`config.mk`:
```
export PLATFORM = sky130hd
export DESIGN_NAME = seq_control_unit
export DESIGN_NICKNAME = d
export VERILOG_FILES = /design/src/rtl/seq_control_unit.sv
export SDC_FILE = /design/constraint.sdc
export NUM_CORES = 1
export LEC_CHECK = 0
export BUFFER_PORTS_ARGS = -buffer_cell sky130_fd_sc_hd__buf_4
export CORE_MARGIN = 2
export CORE_UTILIZATION = 51
export DETAILED_ROUTE_END_ITERATION = 10
export PLACE_DENSITY = 0.85
export SLEW_MARGIN = 20
export SYNTH_ARGS = -nofsm -noshare
export SYNTH_HDL_FRONTEND = slang
export SYNTH_SLANG_ARGS = --single-unit
```
`constraint.sdc`:
```
create_clock -name clk -period 2.85 [get_ports clk]
set_input_delay 0.1425 -clock clk [delete_from_list [all_inputs] [get_ports clk]]
set_output_delay 0.1425 -clock clk [all_outputs]
set_load 0.02 [all_outputs]
```
`src/rtl/seq_control_unit.sv`:
```
`default_nettype none
// ============================================================================
// Module   : seq_control_unit
// Purpose  : Multi-cycle fetch/decode/mem/writeback sequencer with registered
//            outputs, HALT detection and a saturating retired counter.
// Revision : 1.0 - initial release
// ============================================================================
module seq_control_unit #(
    parameter int                         ADDR_W     = 6,
    parameter int                         OP_W       = 4,
    parameter int                         REG_W      = 4,
    parameter logic [OP_W+3*REG_W-1:0]    HALT_INSTR = 16'hFF00,
    parameter logic [OP_W-1:0]            OP_LW      = 4'b1001,
    parameter logic [OP_W-1:0]            OP_SW      = 4'b1010,
    parameter logic [OP_W-1:0]            OP_JR      = 4'b1111,
    parameter int                         CNT_W      = 16
) (
    input  logic                          clk,
    input  logic                          reset,
    input  logic                          stall,
    input  logic [ADDR_W-1:0]             pc_off,
    input  logic [OP_W+3*REG_W-1:0]       rom_data,
    input  logic                          ram_ack,
    output logic [2:0]                    state,
    output logic [ADDR_W-1:0]             rom_addr,
    output logic                          rom_en,
    output logic [OP_W-1:0]               opcode,
    output logic [REG_W-1:0]              rd,
    output logic [REG_W-1:0]              rs,
    output logic [REG_W-1:0]              rt,
    output logic                          ram_req,
    output logic                          done,
    output logic [CNT_W-1:0]              retired
);

    localparam int INSTR_W = OP_W + 3*REG_W;

    typedef enum logic [2:0] {
        ST_RESET  = 3'b000,
        ST_FETCH  = 3'b001,
        ST_DECODE = 3'b010,
        ST_MEM    = 3'b011,
        ST_WB     = 3'b100,
        ST_DONE   = 3'b101
    } state_t;

    state_t             r_state,   w_next_state;
    logic [ADDR_W-1:0]  r_pc,      w_next_pc;
    logic [OP_W-1:0]    r_opcode,  w_next_opcode;
    logic [REG_W-1:0]   r_rd,      w_next_rd;
    logic [REG_W-1:0]   r_rs,      w_next_rs;
    logic [REG_W-1:0]   r_rt,      w_next_rt;
    logic [CNT_W-1:0]   r_retired, w_next_retired;
    logic               r_rom_en,  w_next_rom_en;
    logic               r_ram_req;
    logic               r_done;

    logic [OP_W-1:0]    w_dec_op;

    assign w_dec_op = rom_data[INSTR_W-1 -: OP_W];

    always_ff @(posedge clk or negedge reset) begin
        if (!reset) begin
            r_state   <= ST_RESET;
            r_pc      <= '0;
            r_opcode  <= '0;
            r_rd      <= '0;
            r_rs      <= '0;
            r_rt      <= '0;
            r_retired <= '0;
            r_rom_en  <= 1'b0;
            r_ram_req <= 1'b0;
            r_done    <= 1'b0;
        end else begin
            r_state   <= w_next_state;
            r_pc      <= w_next_pc;
            r_opcode  <= w_next_opcode;
            r_rd      <= w_next_rd;
            r_rs      <= w_next_rs;
            r_rt      <= w_next_rt;
            r_retired <= w_next_retired;
            r_rom_en  <= w_next_rom_en;
            r_ram_req <= (w_next_state == ST_MEM);
            r_done    <= (w_next_state == ST_DONE);
        end
    end

    // rom_en is registered, so a read interrupted by stall is re-issued one
    // cycle later and FETCH only advances after a cycle with rom_en high.
    always_comb begin
        w_next_state   = r_state;
        w_next_pc      = r_pc;
        w_next_opcode  = r_opcode;
        w_next_rd      = r_rd;
        w_next_rs      = r_rs;
        w_next_rt      = r_rt;
        w_next_retired = r_retired;
        w_next_rom_en  = 1'b0;
        case (r_state)
            ST_RESET: begin
                w_next_state  = ST_FETCH;
                w_next_rom_en = 1'b1;
            end
            ST_FETCH: begin
                if (!stall) begin
                    if (r_rom_en) begin
                        w_next_state = ST_DECODE;
                    end else begin
                        w_next_rom_en = 1'b1;
                    end
                end
            end
            ST_DECODE: begin
                if (!stall) begin
                    if (rom_data == HALT_INSTR) begin
                        w_next_state = ST_DONE;
                    end else begin
                        w_next_opcode = w_dec_op;
                        w_next_rd     = rom_data[3*REG_W-1 -: REG_W];
                        w_next_rs     = rom_data[2*REG_W-1 -: REG_W];
                        w_next_rt     = rom_data[REG_W-1:0];
                        w_next_state  = ((w_dec_op == OP_LW) || (w_dec_op == OP_SW)) ? ST_MEM : ST_WB;
                    end
                end
            end
            ST_MEM: begin
                if (!stall && ram_ack) begin
                    w_next_state = ST_WB;
                end
            end
            ST_WB: begin
                if (!stall) begin
                    w_next_pc     = (r_opcode == OP_JR) ? pc_off : (r_pc + pc_off);
                    w_next_state  = ST_FETCH;
                    w_next_rom_en = 1'b1;
                    if (r_retired != {CNT_W{1'b1}}) begin
                        w_next_retired = r_retired + 1'b1;
                    end
                end
            end
            default: begin
                w_next_state = ST_DONE;
            end
        endcase
    end

    assign state    = r_state;
    assign rom_addr = r_pc;
    assign rom_en   = r_rom_en;
    assign opcode   = r_opcode;
    assign rd       = r_rd;
    assign rs       = r_rs;
    assign rt       = r_rt;
    assign ram_req  = r_ram_req;
    assign done     = r_done;
    assign retired  = r_retired;

endmodule
`default_nettype wire

```
==> qor.txt <==
setup TNS - 0 ns
final worst path period share - 75.4%
Max-Slew Margin vs Limit - 57.6%
Clk pin slew, worst setup/hold paths - 0.08 ns
reg2reg start - state[1]$_DFF_PN0_
PostCTS Resize Cnt - 0
Top FF cell, synth - dfrtp_1
post-route cell area - 0.00288 mm2
post-synthesis compound-gate area fraction - 10.6%
first-iteration detailed-routing DRC count - 52
status - completed
CP max FO - 16
DR WL/cell - 14.0 um
area leader, netlist - dfrtp_1
maxcap violations - 0
Hold Path Cell Cnt - 2
largest family of logic cells by synthesized area - simple AND/OR/NAND/NOR gates
power density over the cells - 829 mW/mm2
Cell Area, Synth - 0.00224 mm2
CTS Hold Bufs - 1
Synthesized Nets - 234
TritonCTS clock tree - done
Hold Vio Cnt, Final - 0
Multi-input gate area - 0.00106 mm2
Hold EP - rt[3]$_DFFE_PN0P_
Synth Area in Simple Gates - 16.8%
Detail Placement HPWL - 3520 um
Synth Area per Inst - 11.1 um2
Post-synth EDFFs - 0
xor/xnor share of the synthesized area - 5.88%
Clock Latency Late Sink - 0.29 ns
top-area cell type share of the netlist area - 49.2%
Fin Clk Skew - 0.00394 ns
Hold Crit Class - in2reg
multiplexer area fraction after synthesis - 9.85%
Syn Inst Count - 201
drt first pass iters - 4
YS warnings - 0
vias per inst - 5.46
ranking of synthesized cells by area - dfrtp_1 (49%), mux2_1 (8.1%), xnor2_1 (5.5%)
Clock Tree Root - clkbuf_8
worst path required time - 3.03 ns
crit path DAT - 2.33 ns
measured slew at the worst slew-check pin - 0.635 ns
placed cell area - 0.00278 mm2
Die Width - 70.2 um
critical path endpoint category - flip-flop
GPL Wtd Cong - 0.780
initial antenna violation count - 0
# fillers - 340
Final nets - 306
DR DRC count - 0
unrepaired setup endpoints after global routing - no
setup slack, reg-to-reg - 0.70 ns
CP Launch Type - flip-flop
reg2reg end - retired[15]$_DFFE_PN0P_
flip-flop and latch count after synthesis - 44
fmax - 465 MHz
most common cell in the netlist - dfrtp_1
clk buf depth - 2
die area - 0.00493 mm2
adder-cell share of the synthesized area - 4.25%
IO Port Bufs - 69
# diodes - 0
Distinct cells, synth - 47
postcts setup bufs - 0
WS Path Type - reg2reg
final setup fails - 0
Final ANT Viol Nets - 0
Detailed Route WL - 4560 um
gr usage total - 19.5%
Core Footprint - 0.00429 mm2
hold_sp - rom_data[3]
vias in the first global route - 1727
Slew Viols, Final - 0
synth-to-layout area growth - 29.0%
CTS buffer count - 5
worst vdd ir - 519 uV
gr ovfl total - 0
Sequential Area - 0.00110 mm2
post-synthesis sequential area ratio - 49.2%
Worst Reg-to-Reg Cells - 5
Initial Utilization - 52.1%
share of cells above drive strength 1 - 31.0%
Power Total - 0.00239 W
pin count of the biggest net entering global routing - 45
top post-synthesis cells by count - dfrtp_1 (44), mux2_1 (16), nand2_1 (16), xnor2_1 (14), o21ai_0 (11)
min cycle time layout - 2.15 ns
global-route wire length before repair - 7680 um
Ports - 70
Pleak - 1.43 nW
CTS H-tree depth - 2
CTS Sinks - 44
row count - 24
routed via count - 1779
Die H - 70.2 um
FFs w/ async S/R, synth - 100%
[metrics by stage]
step / utilization [%] / setup WS [ns] / cells / hold slack [ns]
6_report: 67.2 / 0.700 / 326 / 0.0679
3_5_place_dp: 64.7 / 0.721 / 317 / 0.173
3_3_place_gp: 64.7 / 0.758 / 317 / 0.168
2_1_floorplan: - / 0.726 / 201 / -0.153
5_1_grt: 67.2 / 0.518 / 326 / 0.0634
4_1_cts: 67.2 / 0.691 / 326 / 0.0584
[layout by cell type, fill, tap and decap left out, types with 3 or more instances in the layout]
| cell type | Yosys | layout |
|---|---|---|
| buf_4 | 0 | 70 |
| dfrtp_1 | 44 | 44 |
| nand2_1 | 16 | 16 |
| mux2_1 | 16 | 16 |
| xnor2_1 | 14 | 14 |
| o21ai_0 | 11 | 11 |
| nand4_1 | 10 | 10 |
| nor2_1 | 10 | 10 |
| inv_1 | 8 | 8 |
| nor2b_1 | 7 | 7 |
| a21oi_1 | 6 | 6 |
| ha_1 | 6 | 6 |
| clkbuf_8 | 0 | 6 |
| mux2i_1 | 4 | 4 |
| and3_1 | 3 | 3 |
| and2_1 | 3 | 3 |
| o31ai_1 | 3 | 3 |
[worst max-delay path: stages (launching register included)]
cell and delay [ns]:
dfrtp_1 0.48, or4b_4 0.70, nor4_4 0.35, o211a_1 0.24, nand4_1 0.12, xnor2_1 0.14
[cell type report]
type / instances / area share, %
Inverter: 8 / 1.04
Tap cell: 52 / 2.26
Timing Repair Buffer: 71 / 18.6
Sequential cell: 44 / 38.2
Clock buffer: 7 / 2.99
Multi-Input combinational cell: 143 / 36.7
Clock inverter: 1 / 0.260
[power by group]
| group | internal [W] | switching [W] |
|---|---|---|
| Clock | 0.000197 | 0.000203 |
| Combinational | 0.000486 | 0.000540 |
| Sequential | 0.000813 | 0.000150 |
| Total | 0.00150 | 0.000893 |
[kinds of logic after synthesis]
logic type	Yosys count
flops	44
compound gates	36
simple gates	65
fa+ha+maj	7
buf+inv	14
xor+xnor	15
mux	20
[routing by layer]
metal / vias up / part of all wire (%) / routed length (um) / global-route usage (%)
met4: 0 / 2.3 / 104 / 7.48
met1: 857 / 42 / 1930 / 23.4
met2: 51 / 50 / 2290 / 34.0
li1: 863 / - / - / -
met3: 8 / 5.2 / 236 / 4.33
met5: - / 0 / 0 / 0
[sequential cells by signal, summed over array words and instances (netlist names)]
register  cells
retired      16
state         3
rom_addr      6
done          1
opcode        4
rs            4
rt            4
rom_en        1
rd            4
ram_req       1
[worst max-delay path by stage]
stage | from | to | slack [ns] | cells past startpoint
after floorplan | state[1]$_DFF_PN0_ | retired[15]$_DFFE_PN0P_ | 0.73 | 7
after global placement | state[1]$_DFF_PN0_ | retired[15]$_DFFE_PN0P_ | 0.76 | 5
after detailed placement | state[0]$_DFF_PN0_ | rd[0]$_DFFE_PN0P_ | 0.72 | 5
after CTS | state[1]$_DFF_PN0_ | retired[15]$_DFFE_PN0P_ | 0.69 | 5
after global routing | state[0]$_DFF_PN0_ | rd[3]$_DFFE_PN0P_ | 0.52 | 5
final | state[1]$_DFF_PN0_ | retired[15]$_DFFE_PN0P_ | 0.70 | 5
Power figures use the tool's default switching activity.
